## src/rtl/kgp_risc_pkg.sv

```systemverilog
// Shared definitions for the KGP RISC front end: reset defaults, sequencer
// state encoding, next-PC select codes and the fetched-instruction payload.
package kgp_risc_pkg;

    localparam int unsigned XLEN = 32;
    localparam int unsigned ST_W = 2;
    localparam int unsigned SEL_W = 2;

    localparam logic [XLEN-1:0] RESET_PC_DEFAULT = 32'h0000_0000;
    localparam int unsigned PC_INCR_DEFAULT = 4;

    localparam logic [ST_W-1:0] ST_IDLE   = 2'd0;
    localparam logic [ST_W-1:0] ST_REQ    = 2'd1;
    localparam logic [ST_W-1:0] ST_ISSUE  = 2'd2;
    localparam logic [ST_W-1:0] ST_HALTED = 2'd3;

    localparam logic [SEL_W-1:0] NPC_HOLD  = 2'd0;
    localparam logic [SEL_W-1:0] NPC_SEQ   = 2'd1;
    localparam logic [SEL_W-1:0] NPC_REDIR = 2'd2;
    localparam logic [SEL_W-1:0] NPC_PEND  = 2'd3;

    typedef struct packed {
        logic [XLEN-1:0] word;
        logic [XLEN-1:0] pc;
    } fetch_pkt_t;

endpackage

```

## src/rtl/pc_seq_next.sv

```systemverilog
// Next-PC mux: hold, sequential step, aligned redirect target, or pending target.
module pc_seq_next
    import kgp_risc_pkg::*;
#(
    parameter int unsigned PC_INCR = PC_INCR_DEFAULT
) (
    input  logic [SEL_W-1:0] sel,
    input  logic [XLEN-1:0]  pc,
    input  logic [XLEN-1:0]  redirect_target,
    input  logic [XLEN-1:0]  pend_target,
    output logic [XLEN-1:0]  redirect_aligned_c,
    output logic [XLEN-1:0]  pc_nxt_c
);

    always_comb begin
        redirect_aligned_c = redirect_target & ~XLEN'(3);
        pc_nxt_c           = pc;
        case (sel)
            NPC_HOLD:  pc_nxt_c = pc;
            NPC_SEQ:   pc_nxt_c = pc + XLEN'(PC_INCR);
            NPC_REDIR: pc_nxt_c = redirect_aligned_c;
            NPC_PEND:  pc_nxt_c = pend_target;
            default:   pc_nxt_c = pc;
        endcase
    end

endmodule

```

## src/rtl/pc_sequencer.sv

```systemverilog
// Instruction fetch sequencer: requests imem at PC, offers the word to decode,
// and follows redirects from execute (deferred while a fetch is outstanding).
module pc_sequencer
    import kgp_risc_pkg::*;
#(
    parameter logic [31:0] RESET_PC = RESET_PC_DEFAULT,
    parameter int unsigned PC_INCR  = PC_INCR_DEFAULT
) (
    input  logic        clk,
    input  logic        rst,
    output logic        imem_req,
    output logic [31:0] imem_addr,
    input  logic        imem_ack,
    input  logic [31:0] imem_rdata,
    output logic        instr_valid,
    input  logic        instr_ready,
    output logic [31:0] instr,
    output logic [31:0] instr_pc,
    input  logic        redirect_valid,
    input  logic [31:0] redirect_target,
    input  logic        halt,
    output logic        halted,
    output logic        misalign_err,
    output logic [31:0] issue_count
);

    logic [ST_W-1:0]  state;
    logic [ST_W-1:0]  state_nxt;
    logic [XLEN-1:0]  pc;
    logic [XLEN-1:0]  pc_nxt;
    logic [XLEN-1:0]  redirect_aligned;
    logic             pend_v;
    logic [XLEN-1:0]  pend_target;
    logic [SEL_W-1:0] npc_sel;
    logic             capture;
    logic             count_inc;
    logic             pend_load;
    logic             pend_clr;
    logic             mis_set;
    fetch_pkt_t       pkt;

    pc_seq_next #(
        .PC_INCR (PC_INCR)
    ) u_next (
        .sel                (npc_sel),
        .pc                 (pc),
        .redirect_target    (redirect_target),
        .pend_target        (pend_target),
        .redirect_aligned_c (redirect_aligned),
        .pc_nxt_c           (pc_nxt)
    );

    always_ff @(posedge clk or posedge rst) begin
        if (rst) begin
            state <= ST_IDLE;
        end else begin
            state <= state_nxt;
        end
    end

    // A fetch returning while a redirect is pending (or arriving) is dropped and refetched.
    always_comb begin
        state_nxt = state;
        npc_sel   = NPC_HOLD;
        capture   = 1'b0;
        count_inc = 1'b0;
        pend_load = 1'b0;
        pend_clr  = 1'b0;
        mis_set   = 1'b0;
        case (state)
            ST_IDLE: begin
                state_nxt = halt ? ST_HALTED : ST_REQ;
            end
            ST_REQ: begin
                if (imem_ack) begin
                    if (redirect_valid) begin
                        npc_sel  = NPC_REDIR;
                        pend_clr = 1'b1;
                        mis_set  = |redirect_target[1:0];
                    end else if (pend_v) begin
                        npc_sel  = NPC_PEND;
                        pend_clr = 1'b1;
                    end else begin
                        capture   = 1'b1;
                        state_nxt = ST_ISSUE;
                    end
                end else if (redirect_valid) begin
                    pend_load = 1'b1;
                    mis_set   = |redirect_target[1:0];
                end
            end
            ST_ISSUE: begin
                if (redirect_valid) begin
                    npc_sel   = NPC_REDIR;
                    mis_set   = |redirect_target[1:0];
                    state_nxt = ST_REQ;
                end else if (instr_ready) begin
                    npc_sel   = NPC_SEQ;
                    count_inc = 1'b1;
                    state_nxt = halt ? ST_HALTED : ST_REQ;
                end
            end
            ST_HALTED: begin
                state_nxt = ST_HALTED;
            end
            default: begin
                state_nxt = ST_IDLE;
            end
        endcase
    end

    // Datapath and registered status outputs decoded from the next state.
    always_ff @(posedge clk or posedge rst) begin
        if (rst) begin
            pc           <= RESET_PC;
            pend_v       <= 1'b0;
            pend_target  <= '0;
            pkt          <= '0;
            issue_count  <= '0;
            misalign_err <= 1'b0;
            imem_req     <= 1'b0;
            instr_valid  <= 1'b0;
            halted       <= 1'b0;
        end else begin
            pc <= pc_nxt;
            if (pend_load) begin
                pend_v      <= 1'b1;
                pend_target <= redirect_aligned;
            end else if (pend_clr) begin
                pend_v <= 1'b0;
            end
            if (capture) begin
                pkt.word <= imem_rdata;
                pkt.pc   <= pc;
            end
            if (count_inc) begin
                issue_count <= issue_count + 32'd1;
            end
            if (mis_set) begin
                misalign_err <= 1'b1;
            end
            imem_req    <= (state_nxt == ST_REQ);
            instr_valid <= (state_nxt == ST_ISSUE);
            halted      <= (state_nxt == ST_HALTED);
        end
    end

    assign imem_addr = pc;
    assign instr     = pkt.word;
    assign instr_pc  = pkt.pc;

endmodule

```

## config.mk

```make
export PLATFORM = sky130hd
export DESIGN_NAME = pc_sequencer
export DESIGN_NICKNAME = d
export VERILOG_FILES = /design/src/rtl/kgp_risc_pkg.sv /design/src/rtl/pc_seq_next.sv /design/src/rtl/pc_sequencer.sv
export SDC_FILE = /design/constraint.sdc
export NUM_CORES = 1
export LEC_CHECK = 0
export ABC_AREA = 1
export CAP_MARGIN = 25
export CORE_UTILIZATION = 45
export CTS_BUF_LIST = sky130_fd_sc_hd__clkbuf_16
export DETAILED_ROUTE_END_ITERATION = 10
export PLACE_DENSITY = 0.76
export SLEW_MARGIN = 0
export SYNTH_ARGS = -nofsm -noshare
export SYNTH_HDL_FRONTEND = slang
export SYNTH_HIERARCHICAL = 1
export SYNTH_SLANG_ARGS = --single-unit
```

## constraint.sdc

```tcl
create_clock -name clk -period 5.4 [get_ports clk]
set_input_delay 0.54 -clock clk [delete_from_list [all_inputs] [get_ports clk]]
set_output_delay 0.54 -clock clk [all_outputs]
set_load 0.02 [all_outputs]
```

==> impl_metrics.json <==
{
  "status": "finished with violations",
  "violations": "DRC",
  "yosysUniqueCellTypes": 35,
  "cts_tree": "yes",
  "post_cts_resized": 0,
  "p_sw_share_pct": 37.4,
  "drive_gt1_share_pct": 11.5,
  "cts.sinks": 167,
  "synth-seq-cells": 167,
  "antenna_found_initial": 0,
  "power.switching_mw": 2.08,
  "cellLeakagePower_nw": 5.03,
  "routedWlPerCell_um": 15.7,
  "synth_top_area_share_pct": 49.8,
  "routed_wl_um": 21400,
  "fill_cells": 1555,
  "period_needed_ps": 2620,
  "postCtsSetupBuffers": 0,
  "htreeDepth": 4,
  "tns_ps": 0,
  "rsz0062_at_grt": "no",
  "maxSlewViolCount": 0,
  "critPathMaxStageDelay_ps": 450,
  "period_share_pct": 48.6,
  "cts_root_buffer": "clkbuf_16",
  "core_um2": 18100,
  "drt_first_pass_iters": 9,
  "powerDensity_nw_per_um2": 507,
  "combPwrFrac_pct": 40.8,
  "cts_buffers": 17,
  "slew_headroom_pct": 39.0,
  "antenna_cells": 0,
  "postSynthAreaPerCell_um2": 8.85,
  "drv_cap": 0,
  "area_growth_syn_to_layout_pct": 30.8,
  "worstPathRequired_ps": 5740,
  "cp.arrival_ps": 2960,
  "grt_usage_pct": 23.0,
  "max_freq_mhz": 381,
  "yosysSeqAreaShare_pct": 49.8,
  "pin_count": 202,
  "min_path_type": "reg2reg",
  "crit_chain": "inv_1, ha_1, nand2_1, inv_1, o21ai_0, a21oi_1, nand2_1, inv_1, buf_8, a22o_1, inv_1, o211ai_1",
  "crit_slowest_cell": "inv_1",
  "ys_warn_count": 6,
  "grt_pass1_vias": 6575,
  "hp-start": "pend_target[8]$_DFFE_PP0P_",
  "worst_setup_path_start_kind": "register",
  "internal-power_mw": 3.49,
  "criticalPathCategory": "reg2reg",
  "path_max_fanout": 18,
  "numPortBuffers": 201,
  "via_per_inst": 5.07,
  "clkTransAtPathRegs_ps": 60,
  "startpoint": "state[1]$_DFF_PP0_",
  "setup_viol": 0,
  "row_count": 49,
  "path_common_cell": "inv_1",
  "grt_max_degree": 83,
  "num_vias": 6904,
  "power.share.clock_pct": 20.6,
  "clock_path_buffers": 2,
  "netlist_instances": 949,
  "syn-cell-area_um2": 8400,
  "endpoint_kind": "register",
  "total_power_mw": 5.58,
  "drtIter0Drc": 606,
  "clk_latency_ps": 430,
  "drc": 21,
  "hpwl_um": 15500,
  "rr_startpoint": "state[1]$_DFF_PP0_",
  "start_util_pct": 46.3,
  "cts_hold_buffers": 0,
  "gp_congestion": 0.908,
  "clock_skew_ps": 6.36,
  "die_area_um2": 19200,
  "yosys-top-cells-area": "dfrtp_1, nand2_1, mux2_2",
  "chipHeight_um": 139,
  "die_width_um": 139,
  "postRouteAntennaNets": 0,
  "nets": 1199,
  "ir_drop_uv": 262,
  "power_frac_seq_pct": 38.6,
  "tightest_slew_ps": 915,
  "synth_top_cell_by_area": "dfrtp_1",
  "grt_first_pass_wirelength_um": 34600,
  "gr-total-overflow": 0,
  "final_hold_viol_count": 0
}
-- routing by layer --
metal,vias up,wire [um],global-route usage [%]
met2,289,9760,36.2
met1,3234,9380,30.7
met3,29,1700,5.70
met5,-,0,0
met4,0,522,8.83
li1,3352,-,-
-- flip-flops by register name, indices dropped and copies added, names as in the netlist --
name          count
pend_target      32
halted            1
instr            32
pend_v            1
state             2
imem_req          1
instr_valid       1
issue_count      32
imem_addr        32
misalign_err      1
instr_pc         32
-- critical path, delay by kind of cell, from the launching register on --
| kind | cells | cell delay, ps |
|---|---|---|
| compound gates | 4 | 760 |
| fa+ha+maj | 1 | 230 |
| buf+inv | 5 | 970 |
| flops | 1 | 400 |
| simple gates | 2 | 170 |
-- power by group through the flow --
stage               Combinational [mW]  Clock [mW]  Sequential, mW
floorplan                        0.900           0            2.49
CTS                               2.28        1.17            2.16
finish                            2.27        1.15            2.15
global route                      2.45        1.22            2.23
detailed placement                2.27           0            2.18
global placement                  2.22           0            2.16
-- final cells by class --
cell class / count / area (um^2) / share of cell area, %
timing repair buffer: 208 / 2090 / 19.0
tap: 229 / 287 / 2.61
multi-input combinational: 643 / 3560 / 32.4
clock inverter: 14 / 120 / 1.09
sequential: 167 / 4180 / 38.0
inverter: 85 / 324 / 2.95
clock buffer: 17 / 425 / 3.87
-- cells in the final DEF, fill, tap and decap left out, types with 2 or more instances in the layout --
master / Yosys / layout
buf_4: 33 / 5
bufinv_16: 0 / 2
clkbuf_16: 0 / 17
nand2_2: 5 / 4
dfrtp_1: 167 / 167
o21bai_1: 6 / 6
inv_1: 84 / 86
o211ai_1: 2 / 2
clkinv_1: 0 / 4
nor2_4: 9 / 9
nand2_1: 306 / 306
o21ai_0: 7 / 7
or2_2: 4 / 4
nand3b_1: 3 / 3
clkinvlp_4: 0 / 2
clkdlybuf4s50_1: 0 / 201
xnor2_1: 13 / 13
nor2_1: 63 / 61
nor3_1: 3 / 3
nand4_1: 19 / 19
a22o_1: 19 / 19
a21oi_1: 7 / 7
mux2_2: 64 / 64
nand3_1: 74 / 74
clkinv_2: 0 / 2
conb_1: 1 / 2
xor2_1: 11 / 11
ha_1: 7 / 7
nand2_4: 3 / 4
nor2_2: 8 / 10
-- synth_stat cells --
master     instances
dfrtp_1          167
nor3b_1            1
a21oi_1            7
o21bai_1           6
buf_2             19
a22o_1            19
nand2_2            5
and2_1             1
a21boi_0           1
nand3_1           74
nand3b_1           3
nand2_4            3
or2_2              4
o2111ai_1          1
xor2_1            11
nor2_2             8
o211ai_1           2
buf_4             33
nand3_2            1
conb_1             1
ha_1               7
nor3_1             3
o21ai_0            7
inv_1             84
and3_1             1
o21a_1             1
xnor2_1           13
inv_2              1
nor2_8             1
clkbuf_1           3
nand4_1           19
nor2_1            63
mux2_2            64
nor2_4             9
nand2_1          306
-- per-stage QoR --
stage / hold WS, ps / std cells / utilization [%] / worst slack [ps] / instance area [um^2]
after floorplan: 442 / 950 / - / 342 / 8400
after global placement: 454 / 1330 / 57.3 / 2280 / 10400
after detailed placement: 459 / 1331 / 57.4 / 2480 / 10400
after CTS: 474 / 1362 / 60.4 / 2820 / 11000
after global routing: 494 / 1363 / 60.5 / 2500 / 11000
final: 472 / 1363 / 60.5 / 2780 / 11000
-- cell families after synthesis --
kind of cell,count (synthesis),synth area share [%]
mux,64,8.58
other cells,1,0.0447
flops,167,49.8
xor+xnor,24,2.50
buf+inv,140,8.02
compound gates,44,3.81
fa+ha+maj,7,1.04
simple gates,502,26.2
-- final timing paths --
check	end	slack (ps)	depth (start not counted)
hold / removal	pend_target[8]$_DFFE_PP0P_	470	2
hold reg to reg	pend_target[8]$_DFFE_PP0P_	470	2
setup / recovery	imem_addr[9]$_DFF_PP0_	2780	12
max in group asynchronous	instr_pc[19]$_DFFE_PP0P_	3710	3
setup reg to reg	imem_addr[9]$_DFF_PP0_	2780	12
min in group asynchronous	instr[30]$_DFFE_PP0P_	630	2
No activity file was read; power rests on OpenSTA's default activity.
